==> config.mk <==
export PLATFORM = sky130hd
export DESIGN_NAME = instr_fetch_unit_flat
export DESIGN_NICKNAME = d
export VERILOG_FILES = /design/src/rtl/instr_fetch_unit_if.sv /design/src/rtl/instr_fetch_unit.sv /design/src/flat_wrapper.sv
export SDC_FILE = /design/constraint.sdc
export NUM_CORES = 1
export LEC_CHECK = 0
export CAP_MARGIN = 0
export CORE_MARGIN = 2
export CORE_UTILIZATION = 55
export CTS_CLUSTER_SIZE = 8
export DETAILED_ROUTE_END_ITERATION = 6
export DONT_BUFFER_PORTS = 1
export PLACE_DENSITY = 0.8
export SYNTH_ARGS = -nofsm -noshare
export SYNTH_HDL_FRONTEND = slang
export SYNTH_SLANG_ARGS = --single-unit
==> constraint.sdc <==
create_clock -name clk -period 6.3 [get_ports clk]
set_input_delay 0.315 -clock clk [delete_from_list [all_inputs] [get_ports clk]]
set_output_delay 0.315 -clock clk [all_outputs]
set_load 0.005 [all_outputs]
==> src/rtl/instr_fetch_unit_if.sv <==
// ----------------------------------------------------------------------------
// instr_fetch_unit_if
//   Bundles the buses that the instruction fetch unit sits between: the
//   instruction-memory read port, the valid/ready handshake to decode, and the
//   redirect request from the core. clk and reset stay plain module ports.
//
//   Signals
//     imem_req     fetch -> imem   read request this cycle (always accepted)
//     imem_addr    fetch -> imem   word-aligned read address
//     imem_rvalid  imem  -> fetch  read data valid, in-order responses
//     imem_rdata   imem  -> fetch  read data
//     instr_valid  fetch -> decode head of prefetch queue is valid
//     instr_ready  decode-> fetch  decode takes the head this cycle
//     instr        fetch -> decode head instruction word
//     instr_pc     fetch -> decode address of the head instruction
//     redirect     core  -> fetch  taken branch/jump (pcsrc | jump)
//     redirect_pc  core  -> fetch  branch/jump target, bits [1:0] ignored
//
//   Modports
//     master  the fetch unit
//     slave   the surrounding core / memory / testbench
// ----------------------------------------------------------------------------
interface instr_fetch_unit_if;
    logic        imem_req;
    logic [31:0] imem_addr;
    logic        imem_rvalid;
    logic [31:0] imem_rdata;
    logic        instr_valid;
    logic        instr_ready;
    logic [31:0] instr;
    logic [31:0] instr_pc;
    logic        redirect;
    logic [31:0] redirect_pc;

    modport master (
        output imem_req, imem_addr, instr_valid, instr, instr_pc,
        input  imem_rvalid, imem_rdata, instr_ready, redirect, redirect_pc
    );

    modport slave (
        input  imem_req, imem_addr, instr_valid, instr, instr_pc,
        output imem_rvalid, imem_rdata, instr_ready, redirect, redirect_pc
    );
endinterface

==> src/rtl/instr_fetch_unit.sv <==
// ----------------------------------------------------------------------------
// instr_fetch_unit
//   Instruction fetch front-end for the MIPS core. Holds the PC, issues in-order
//   word reads to instruction memory, buffers returned words in a prefetch FIFO
//   and hands them to decode over a valid/ready handshake. A redirect (taken
//   beq/ble/jump) flushes the FIFO, discards responses still in flight and
//   restarts fetch at the new target.
//
//   Parameters
//     DEPTH     prefetch FIFO entries and maximum outstanding reads (power of 2, >= 2)
//     RESET_PC  PC loaded on reset
//
//   Ports
//     clk    core clock, all state updates on posedge
//     reset  synchronous, active-high
//     bus    instr_fetch_unit_if.master: imem read port, decode handshake, redirect
//
//   Build option
//     FETCH_BYPASS_EN  when defined, a response arriving while the FIFO is empty
//                      (and not being dropped) is presented to decode in the same
//                      cycle; if decode accepts it, it never enters the FIFO.
//                      When undefined, every response is pushed first and decode
//                      sees it one cycle after imem_rvalid.
// ----------------------------------------------------------------------------
module instr_fetch_unit #(
    parameter int          DEPTH    = 4,
    parameter logic [31:0] RESET_PC = 32'h0
) (
    input  logic               clk,
    input  logic               reset,
    instr_fetch_unit_if.master bus
);
    localparam int AW = $clog2(DEPTH);
    localparam int CW = AW + 1;
    localparam logic [CW-1:0] DEPTH_C = DEPTH[CW-1:0];
    localparam logic [CW:0]   DEPTH_X = DEPTH[CW:0];

    // Architectural state
    logic [31:0]   pc_q, pc_d;
    logic [CW-1:0] count_q, count_d;
    logic [CW-1:0] inflight_q, inflight_d;
    logic [CW-1:0] drop_q, drop_d;
    logic [AW-1:0] rd_ptr_q, rd_ptr_d;
    logic [AW-1:0] wr_ptr_q, wr_ptr_d;
    logic [AW-1:0] tag_rd_q, tag_rd_d;
    logic [AW-1:0] tag_wr_q, tag_wr_d;

    // Prefetch FIFO payload and the in-order address tags of outstanding reads
    logic [31:0] data_mem [DEPTH];
    logic [31:0] addr_mem [DEPTH];
    logic [31:0] tag_mem  [DEPTH];

    logic        issue;
    logic        accept;
    logic        bypass_hit;
    logic        push;
    logic        fifo_pop;
    logic [CW:0] credit_used;
    logic [31:0] rsp_addr;

    // A request needs a slot reserved for its response; slots held by words
    // already in the FIFO or still in flight both count, and a pop in the same
    // cycle does not release one.
    assign credit_used = {1'b0, count_q} + {1'b0, inflight_q};
    assign issue       = !reset && !bus.redirect && (credit_used < DEPTH_X);

    // The oldest outstanding tag always belongs to the response arriving now.
    assign rsp_addr = tag_mem[tag_rd_q];
    assign accept   = !reset && bus.imem_rvalid && (drop_q == '0);

`ifdef FETCH_BYPASS_EN
    assign bypass_hit = accept && (count_q == '0);
`else
    assign bypass_hit = 1'b0;
`endif

    // A bypassed word consumed by decode never touches the FIFO.
    assign push     = accept && !(bypass_hit && bus.instr_ready);
    assign fifo_pop = bus.instr_valid && bus.instr_ready && !bypass_hit;

    assign bus.imem_req  = issue;
    assign bus.imem_addr = pc_q;

    // NOTE: every output is given a value on every path, so no latch is inferred.
    always_comb begin
        bus.instr_valid = 1'b0;
        bus.instr       = 32'h0;
        bus.instr_pc    = 32'h0;
        if (reset) begin
            bus.instr_valid = 1'b0;
        end else if (bypass_hit) begin
            bus.instr_valid = 1'b1;
            bus.instr       = bus.imem_rdata;
            bus.instr_pc    = rsp_addr;
        end else begin
            bus.instr_valid = (count_q != '0);
            bus.instr       = data_mem[rd_ptr_q];
            bus.instr_pc    = addr_mem[rd_ptr_q];
        end
    end

    always_comb begin
        pc_d       = pc_q;
        count_d    = count_q;
        drop_d     = drop_q;
        rd_ptr_d   = rd_ptr_q;
        wr_ptr_d   = wr_ptr_q;
        tag_rd_d   = tag_rd_q;
        tag_wr_d   = tag_wr_q;
        inflight_d = inflight_q + CW'(issue) - CW'(bus.imem_rvalid);

        // The tag queue tracks every outstanding read, dropped or not, so it
        // is never flushed; it drains naturally as stale responses arrive.
        if (issue) begin
            pc_d     = pc_q + 32'd4;
            tag_wr_d = tag_wr_q + AW'(1);
        end
        if (bus.imem_rvalid) begin
            tag_rd_d = tag_rd_q + AW'(1);
        end

        if (bus.redirect) begin
            // Everything still in flight after this cycle belongs to the old path.
            pc_d     = bus.redirect_pc & ~32'h3;
            drop_d   = inflight_q - CW'(bus.imem_rvalid);
            count_d  = '0;
            rd_ptr_d = '0;
            wr_ptr_d = '0;
        end else begin
            if (bus.imem_rvalid && (drop_q != '0)) begin
                drop_d = drop_q - CW'(1);
            end
            if (push) begin
                wr_ptr_d = wr_ptr_q + AW'(1);
            end
            if (fifo_pop) begin
                rd_ptr_d = rd_ptr_q + AW'(1);
            end
            count_d = count_q + CW'(push) - CW'(fifo_pop);
        end
    end

    // NOTE: state registers use non-blocking assignments so every flop samples
    // the values from before the clock edge, independent of statement order.
    always_ff @(posedge clk) begin
        if (reset) begin
            pc_q       <= RESET_PC;
            count_q    <= '0;
            inflight_q <= '0;
            drop_q     <= '0;
            rd_ptr_q   <= '0;
            wr_ptr_q   <= '0;
            tag_rd_q   <= '0;
            tag_wr_q   <= '0;
        end else begin
            pc_q       <= pc_d;
            count_q    <= count_d;
            inflight_q <= inflight_d;
            drop_q     <= drop_d;
            rd_ptr_q   <= rd_ptr_d;
            wr_ptr_q   <= wr_ptr_d;
            tag_rd_q   <= tag_rd_d;
            tag_wr_q   <= tag_wr_d;
        end
    end

    // NOTE: the storage arrays are not reset; the counters and pointers decide
    // which entries are live, so their contents after reset never matter.
    always_ff @(posedge clk) begin
        if (issue) begin
            tag_mem[tag_wr_q] <= pc_q;
        end
        if (push && !bus.redirect) begin
            data_mem[wr_ptr_q] <= bus.imem_rdata;
            addr_mem[wr_ptr_q] <= rsp_addr;
        end
    end

    // The credit check guarantees a free slot for every response.
    a_no_overflow: assert property (@(posedge clk) disable iff (reset)
        !(push && (count_q == DEPTH_C) && !fifo_pop));

endmodule

==> src/flat_wrapper.sv <==
// flat-port wrapper written by rule: the top's interface ports become plain ports
module instr_fetch_unit_flat 
#(
    parameter int          DEPTH    = 4,
    parameter logic [31:0] RESET_PC = 32'h0
)
  (clk, reset, bus_imem_req, bus_imem_addr, bus_instr_valid, bus_instr, bus_instr_pc, bus_imem_rvalid, bus_imem_rdata, bus_instr_ready, bus_redirect, bus_redirect_pc);
  instr_fetch_unit_if bus_i ();
  input  logic clk;
  input  logic reset;
  output wire logic [$bits(bus_i.imem_req)-1:0] bus_imem_req;
  output wire logic [$bits(bus_i.imem_addr)-1:0] bus_imem_addr;
  output wire logic [$bits(bus_i.instr_valid)-1:0] bus_instr_valid;
  output wire logic [$bits(bus_i.instr)-1:0] bus_instr;
  output wire logic [$bits(bus_i.instr_pc)-1:0] bus_instr_pc;
  input wire logic [$bits(bus_i.imem_rvalid)-1:0] bus_imem_rvalid;
  input wire logic [$bits(bus_i.imem_rdata)-1:0] bus_imem_rdata;
  input wire logic [$bits(bus_i.instr_ready)-1:0] bus_instr_ready;
  input wire logic [$bits(bus_i.redirect)-1:0] bus_redirect;
  input wire logic [$bits(bus_i.redirect_pc)-1:0] bus_redirect_pc;
  assign bus_imem_req = bus_i.imem_req;
  assign bus_imem_addr = bus_i.imem_addr;
  assign bus_instr_valid = bus_i.instr_valid;
  assign bus_instr = bus_i.instr;
  assign bus_instr_pc = bus_i.instr_pc;
  assign bus_i.imem_rvalid = bus_imem_rvalid;
  assign bus_i.imem_rdata = bus_imem_rdata;
  assign bus_i.instr_ready = bus_instr_ready;
  assign bus_i.redirect = bus_redirect;
  assign bus_i.redirect_pc = bus_redirect_pc;
  instr_fetch_unit #(.DEPTH(DEPTH), .RESET_PC(RESET_PC)) u_core (.clk(clk), .reset(reset), .bus(bus_i));
endmodule
==> run_results.csv, run 1 <==
group,metric,value,unit
yosys,ys_seq_elements,419,
yosys,yosysWarningCount,0,
power_and_ir_drop,leakagePower,6.03,nW
hold_path,hold_path_class,"input port to flop",
global_routing,grt_pass1_vias,8658,
routing,wire_per_inst,23.7,um
floorplan,die_w,177,um
timing,finalHoldViolations,0,
timing,final-setup-viol-count,0,
timing,max_slew_margin,26.1,%
routing,route.detailed.drc,0,
timing,clock_skew,0.0223,ns
critical_path,slowest_stage,"and2_1",
clock_tree,cts_tree,"built",
critical_path,worst-path-buf-inv,1,
yosys,ys_seq_area_share,73.3,%
global_routing,grt_util_all_layers,21.5,%
critical_path,required,6.75,ns
critical_path,end_kind,"flop",
global_routing,grt_max_degree,68,
critical_path,crit_path_start_kind,"flop",
critical_path,crit_path_max_incr_delay,0.57,ns
timing,whs,0.0337,ns
critical_path,crit_type,"flop to flop",
routing,final_antenna_net_count,0,
timing,fmax,0.310,GHz
routing,drt-pass1-iter-count,5,
power_and_ir_drop,ir_worst_vdd,0.277,mV
routing,drt-initial-drc-count,782,
timing,post-route-period-util,51.3,%
routing,vias,8284,
place,port_buffers,0,
clock_tree,clock_path_buffers,3,
yosys,synth-edff-count,368,
layout,diodes,0,
critical_path,crit_path_frequent_cell,"ha_1",
power_and_ir_drop,p_total,6.35,mW
floorplan,dieArea,31400,um^2
critical_path,arrival,3.69,ns
clock_tree,post_cts_buffers,0,
clock_tree,ctsResizeCount,0,
floorplan,initial_core_util,55.8,%
clock_tree,path_clk_slew,0.05,ns
routing,post_drt_via_cell_ratio,5.99,
timing,final-max-slew-violation-count,0,
layout,nFillCells,1915,
flow_run,maxCapViolCount,0,
critical_path,cp_max_fo,15,
yosys,synth_area,16500,um^2
clock_tree,clkLatencyLatePin,0.56,ns
yosys,synth.top_cells.by_area,"edfxtp_1 (67%), mux4_2 (13%), dfxtp_1 (6.2%)",
timing,tightest_slew,1.11,ns
yosys,avgSynthCellArea,18.7,um^2
floorplan,io_pins,167,
timing,rsz0062_at_grt,"no",
layout,drive_above_1_share,18.5,%
critical_path,path_cells,"ha_1, nor3_2, and2_1, nand2b_1, ha_1, inv_1, ha_1, fa_1, xnor2_1, xnor2_1, nor2_1",
yosys,netlist.area_leader.share,67.1,%
layout,final_cells,1383,
layout,post-route-util,64.5,%
place,gp_congestion,0.872,
place,dp_hpwl,16.9,mm
yosys,async_reset_ff_share,0,%
clock_tree,ctsHtreeMaxLevel,2,
floorplan,rows,63,
layout,area_growth,15.7,%
run_status,outcome,"finished, final reports clean",
clock_tree,cts.sinks,419,
global_routing,grt_pass1_wl,50.6,mm
timing,finalSetupTns,0,ns
timing,layout_min_cycle_time,3.23,ns
place,place_inst,1235,
global_routing,antenna_found_initial,0,
routing,totalWireLength,32.8,mm
yosys,ys_types,47,
global_routing,overflow,0,
clock_tree,cts-root-buf,"clkbuf_16",
critical_path,cp_top_family,"adder cells",
yosys,yosys.area.top_type,"edfxtp_1",
floorplan,die_h,177,um
floorplan,core_area,29600,um^2
clock_tree,numCtsBuffers,58,
layout,nets,1057,
power_and_ir_drop,power_density,333,nW/um^2
yosys,synth_flop_cell,"edfxtp_1",
yosys,netlist_instances,882,
[stage by stage]
stage / setup slack, ns / area [um^2]
floorplan: 3.26 / 16500
global placement: 3.17 / 16800
detailed placement: 3.15 / 16800
CTS: 3.02 / 19100
global route: 2.86 / 19100
finish: 3.07 / 19100
[power by group]
part           internal (mW)  total, mW  switching [mW]
registers               3.15       3.24          0.0921
logic                  0.166      0.370           0.204
clock network           1.68       2.74            1.05
[kinds of logic after synthesis]
kind of cell | Yosys count | synth area share (%)
buffers and inverters | 67 | 1.69
AO/OA/AOI/OAI | 45 | 1.94
other | 1 | 0.0228
XOR/XNOR | 36 | 1.91
multiplexers | 94 | 12.7
adder cells (fa/ha/maj) | 21 | 1.69
AND/OR/NAND/NOR | 199 | 6.80
flip-flops | 419 | 73.3
[final timing paths]
kind                                            from                    to  slack (ns)  cells past startpoint
worst max-delay path            u_core.inflight_q[2]  u_core.inflight_q[2]        3.07                     11
worst min-delay path                    bus_redirect      u_core.drop_q[2]        0.03                      2
worst min register to register    u_core.tag_wr_q[1]    u_core.tag_wr_q[1]        0.50                      2
worst max register to register  u_core.inflight_q[2]  u_core.inflight_q[2]        3.07                     11
[sequential cells by signal, indices dropped and copies added (netlist names), named ones only]
register	count
u_core.tag_wr_q	2
u_core.wr_ptr_q	2
u_core.count_q	3
u_core.tag_rd_q	2
u_core.bus.imem_addr	30
u_core.rd_ptr_q	2
u_core.inflight_q	3
u_core.drop_q	3
u_core.tag_mem	120
u_core.data_mem	128
u_core.addr_mem	120
[cells in the final DEF, fill, tap and decap left out, drive strengths merged, types with 19 or more instances in the layout]
master / count
a211oi: 19
clkbuf: 84
dfxtp: 51
dlygate4sd3: 61
edfxtp: 368
ha: 19
inv: 20
mux4: 92
nand2: 19
nor2: 43
nor2b: 64
xnor2: 23
[cells in the mapped netlist, types with 6 or more instances]
cell,n
a211oi_1,19
clkbuf_1,30
mux4_2,92
and2_1,13
xnor2_1,23
xor2_1,13
nor2b_1,64
dfxtp_1,51
nand2_1,19
nand4_1,15
ha_1,19
a311oi_1,6
nand3_1,9
inv_1,18
edfxtp_1,368
nor2_1,43
buf_2,7
[what timing repair did]
item | in CTS | in global routing
hold buffers | 62 | 0
endpoints found under the hold margin | 170 | 0
setup endpoints to repair | 0 | 0
[worst register-to-register path: cells and delay by family, from the launching register on]
kind	cells	cell delay, ns
adders and majority gates	4	1.20
DFF	1	0.40
and+or+nand+nor	4	1.18
buffers and inverters	1	0.04
xor gates and xnor gates	2	0.30
[per-layer routing]
layer	part of all wire (%)	vias to the layer above	global-route usage, %
li1	-	3633	-
met1	41	4236	29.0
met2	49	350	35.1
met3	7.5	65	5.13
met4	2.2	0	6.16
met5	0	-	0
[area by class of cell]
class | instances | area (um^2) | area share [%]
flip-flops and latches | 419 | 12100 | 63.4
multi-input cells | 399 | 4150 | 21.8
clock buffers | 84 | 1570 | 8.24
repair buffers | 69 | 683 | 3.58
well taps | 390 | 488 | 2.56
inverters | 20 | 75.1 | 0.394
clock inverters | 2 | 16.3 | 0.0853
Power figures use the tool's default switching activity.
==> run 2: changes to the inputs <==
- clock period: 6.3 -> 3.2 ns (I/O delays scaled with it)
==> run_results.csv, run 2 (synthesis results as in run 1) <==
group,metric,value,unit
run_status,outcome,"finished, final reports clean",
clock_tree,path_clk_slew,0.05,ns
critical_path,endpoint,"u_core.inflight_q[2]",
place,port_buffers,0,
layout,largest_register_ffs,128,
global_routing,overflow,0,
critical_path,cp_max_fo,6,
timing,finalHoldViolations,0,
floorplan,die_w,177,um
floorplan,dieArea,31400,um^2
layout,area_growth,17.2,%
critical_path,crit_type,"flop to flop",
global_routing,grt_pass1_vias,8805,
timing,max_slew_margin,40.4,%
layout,drive_above_1_share,19.0,%
critical_path,rr_startpoint,"u_core.inflight_q[2]",
layout,nFillCells,1891,
power_and_ir_drop,leakagePower,6.15,nW
layout,diodes,0,
clock_tree,cts_tree,"built",
floorplan,core_area,29600,um^2
layout,largest_register,"u_core.data_mem",
critical_path,required,3.65,ns
clock_tree,cts.sinks,419,
power_and_ir_drop,power_density,654,nW/um^2
global_routing,grt_pass1_wl,51.0,mm
clock_tree,cts-root-buf,"clkbuf_16",
power_and_ir_drop,power_switching_share,21.3,%
layout,largest_registers,"u_core.data_mem x128, u_core.addr_mem x120, u_core.tag_mem x120",
global_routing,grt_max_degree,66,
power_and_ir_drop,p_sw,2.69,mW
timing,rsz0062_at_grt,"no",
layout,nets,1075,
layout,final_common_cell,"edfxtp_1",
flow_run,maxCapViolCount,0,
critical_path,slowest_stage,"dfxtp_1",
hold_path,hold_path_class,"input port to flop",
power_and_ir_drop,p_seq_share,50.4,%
timing,setup_ws,0.428,ns
place,dp_hpwl,18.3,mm
floorplan,io_pins,167,
power_and_ir_drop,p_int,9.95,mW
timing,fmax,0.361,GHz
critical_path,end_kind,"flop",
routing,totalWireLength,33.7,mm
layout,final_cell_mix,"edfxtp_1 (368), mux4_2 (92), dlygate4sd3_1 (68), nor2b_1 (64), clkbuf_16 (61)",
critical_path,crit_path_start_kind,"flop",
critical_path,path_cells,"ha_1, nor3_2, and2_1, nand2b_1, ha_1, inv_1, ha_1, fa_1, xnor2_1, xnor2_1, nor2_1",
floorplan,initial_core_util,55.8,%
routing,drt-pass1-iter-count,5,
timing,clock_skew,0.0281,ns
global_routing,antenna_found_initial,0,
global_routing,grt_util_all_layers,21.9,%
timing,finalSetupTns,0,ns
routing,final_antenna_net_count,0,
clock_tree,ctsHtreeMaxLevel,2,
critical_path,cp_top_family,"adder cells",
clock_tree,numCtsBuffers,58,
critical_path,worst-path-buf-inv,1,
critical_path,rr_worst_depth,11,
clock_tree,post_cts_buffers,0,
routing,drt-initial-drc-count,709,
critical_path,r2r_end,"u_core.inflight_q[2]",
power_and_ir_drop,p_comb_share,6.3,%
clock_tree,clkLatencyLatePin,0.57,ns
power_and_ir_drop,ir_worst_vdd,0.444,mV
timing,final-max-slew-violation-count,0,
critical_path,crit_path_frequent_cell,"ha_1",
floorplan,die_h,177,um
place,gp_congestion,0.834,
timing,layout_min_cycle_time,2.77,ns
power_and_ir_drop,clkPwrFrac,43.3,%
place,pre_cts_ws,0.531,ns
routing,wire_per_inst,24.1,um
critical_path,cp.depth,11,
routing,post_drt_via_cell_ratio,5.93,
routing,vias,8294,
critical_path,r2r_slack,0.43,ns
critical_path,critical_path.startpoint,"u_core.inflight_q[2]",
critical_path,arrival,3.22,ns
floorplan,rows,63,
timing,final-setup-viol-count,0,
routing,route.detailed.drc,0,
critical_path,crit_path_max_incr_delay,0.39,ns
timing,tightest_slew,0.886,ns
timing,post-route-period-util,86.6,%
clock_tree,clock_path_buffers,3,
[run 2: changes by cell type in the layout (fill, tap and decap cells not counted), moves of 2 or more]
cell           before  now
and2_2              8    4
clkbuf_1           25   22
clkbuf_16          59   61
dlygate4sd3_1      61   68
and2_1              5    9
buf_4               7   12
buf_12              1    7
[run 2: area by class of cell]
class / count / area [um^2] / area share (%)
Timing Repair Buffer: 87 / 911 / 4.72
Tap cell: 390 / 488 / 2.53
Multi-Input combinational cell: 399 / 4150 / 21.5
Inverter: 20 / 75.1 / 0.389
Sequential cell: 419 / 12100 / 62.5
Clock buffer: 83 / 1610 / 8.33
Clock inverter: 1 / 7.51 / 0.0389
[run 2: worst register-to-register path, cell delays in order, from the launching register on]
cell	delay, ns
dfxtp_1	0.39
ha_1	0.27
nor3_2	0.22
and2_1	0.19
nand2b_1	0.19
ha_1	0.34
inv_1	0.04
ha_1	0.18
fa_1	0.37
xnor2_1	0.22
xnor2_1	0.18
nor2_1	0.07
[run 2: timing repair]
item / in CTS / in global routing
endpoints found under the hold margin: 179 / 0
resized for setup: 0 / 0
hold buffers: 69 / 0
[run 2: worst min path at each step]
stage | from | to | slack [ns] | depth (start not counted)
3_3_place_gp | bus_redirect | u_core.drop_q[2] | 0.26 | 1
2_1_floorplan | bus_imem_rdata[0] | u_core.data_mem[0][0] | 0.26 | 0
3_5_place_dp | bus_imem_rdata[9] | u_core.data_mem[2][9] | 0.26 | 0
5_1_grt | bus_instr_ready | u_core.rd_ptr_q[0] | 0.07 | 3
6_report | bus_instr_ready | flop | 0.04 | 3
4_1_cts | bus_instr_ready | flop | 0.02 | 3
[run 2: power groups by stage]
stage                     clock (mW)  sequential (mW)  combinational [mW]
after floorplan                    0             6.39               0.551
after global placement             0             6.45               0.650
after detailed placement           0             6.47               0.674
final                           5.47             6.37               0.798
after CTS                       5.54             6.37               0.796
after global routing            5.76             6.38               0.870
[run 2: per-layer routing]
layer / up-vias / wire length (um) / GRT usage (%)
met5: - / 0 / 0
met4: 0 / 625 / 6.20
met3: 59 / 2210 / 4.88
met2: 298 / 17200 / 37.2
met1: 4272 / 13700 / 28.7
li1: 3665 / - / -
[run 2: stage by stage]
step	hold WS [ns]	util, %	std cells	power, mW	area, um^2
6_report	0.0398	65.3	1399	12.6	19300
5_1_grt	0.0734	65.3	1399	13.0	19300
4_1_cts	0.0197	65.3	1399	12.7	19300
3_5_place_dp	0.259	57.5	1246	7.14	17000
3_3_place_gp	0.255	57.5	1246	7.10	17000
2_1_floorplan	0.259	-	885	6.94	16500
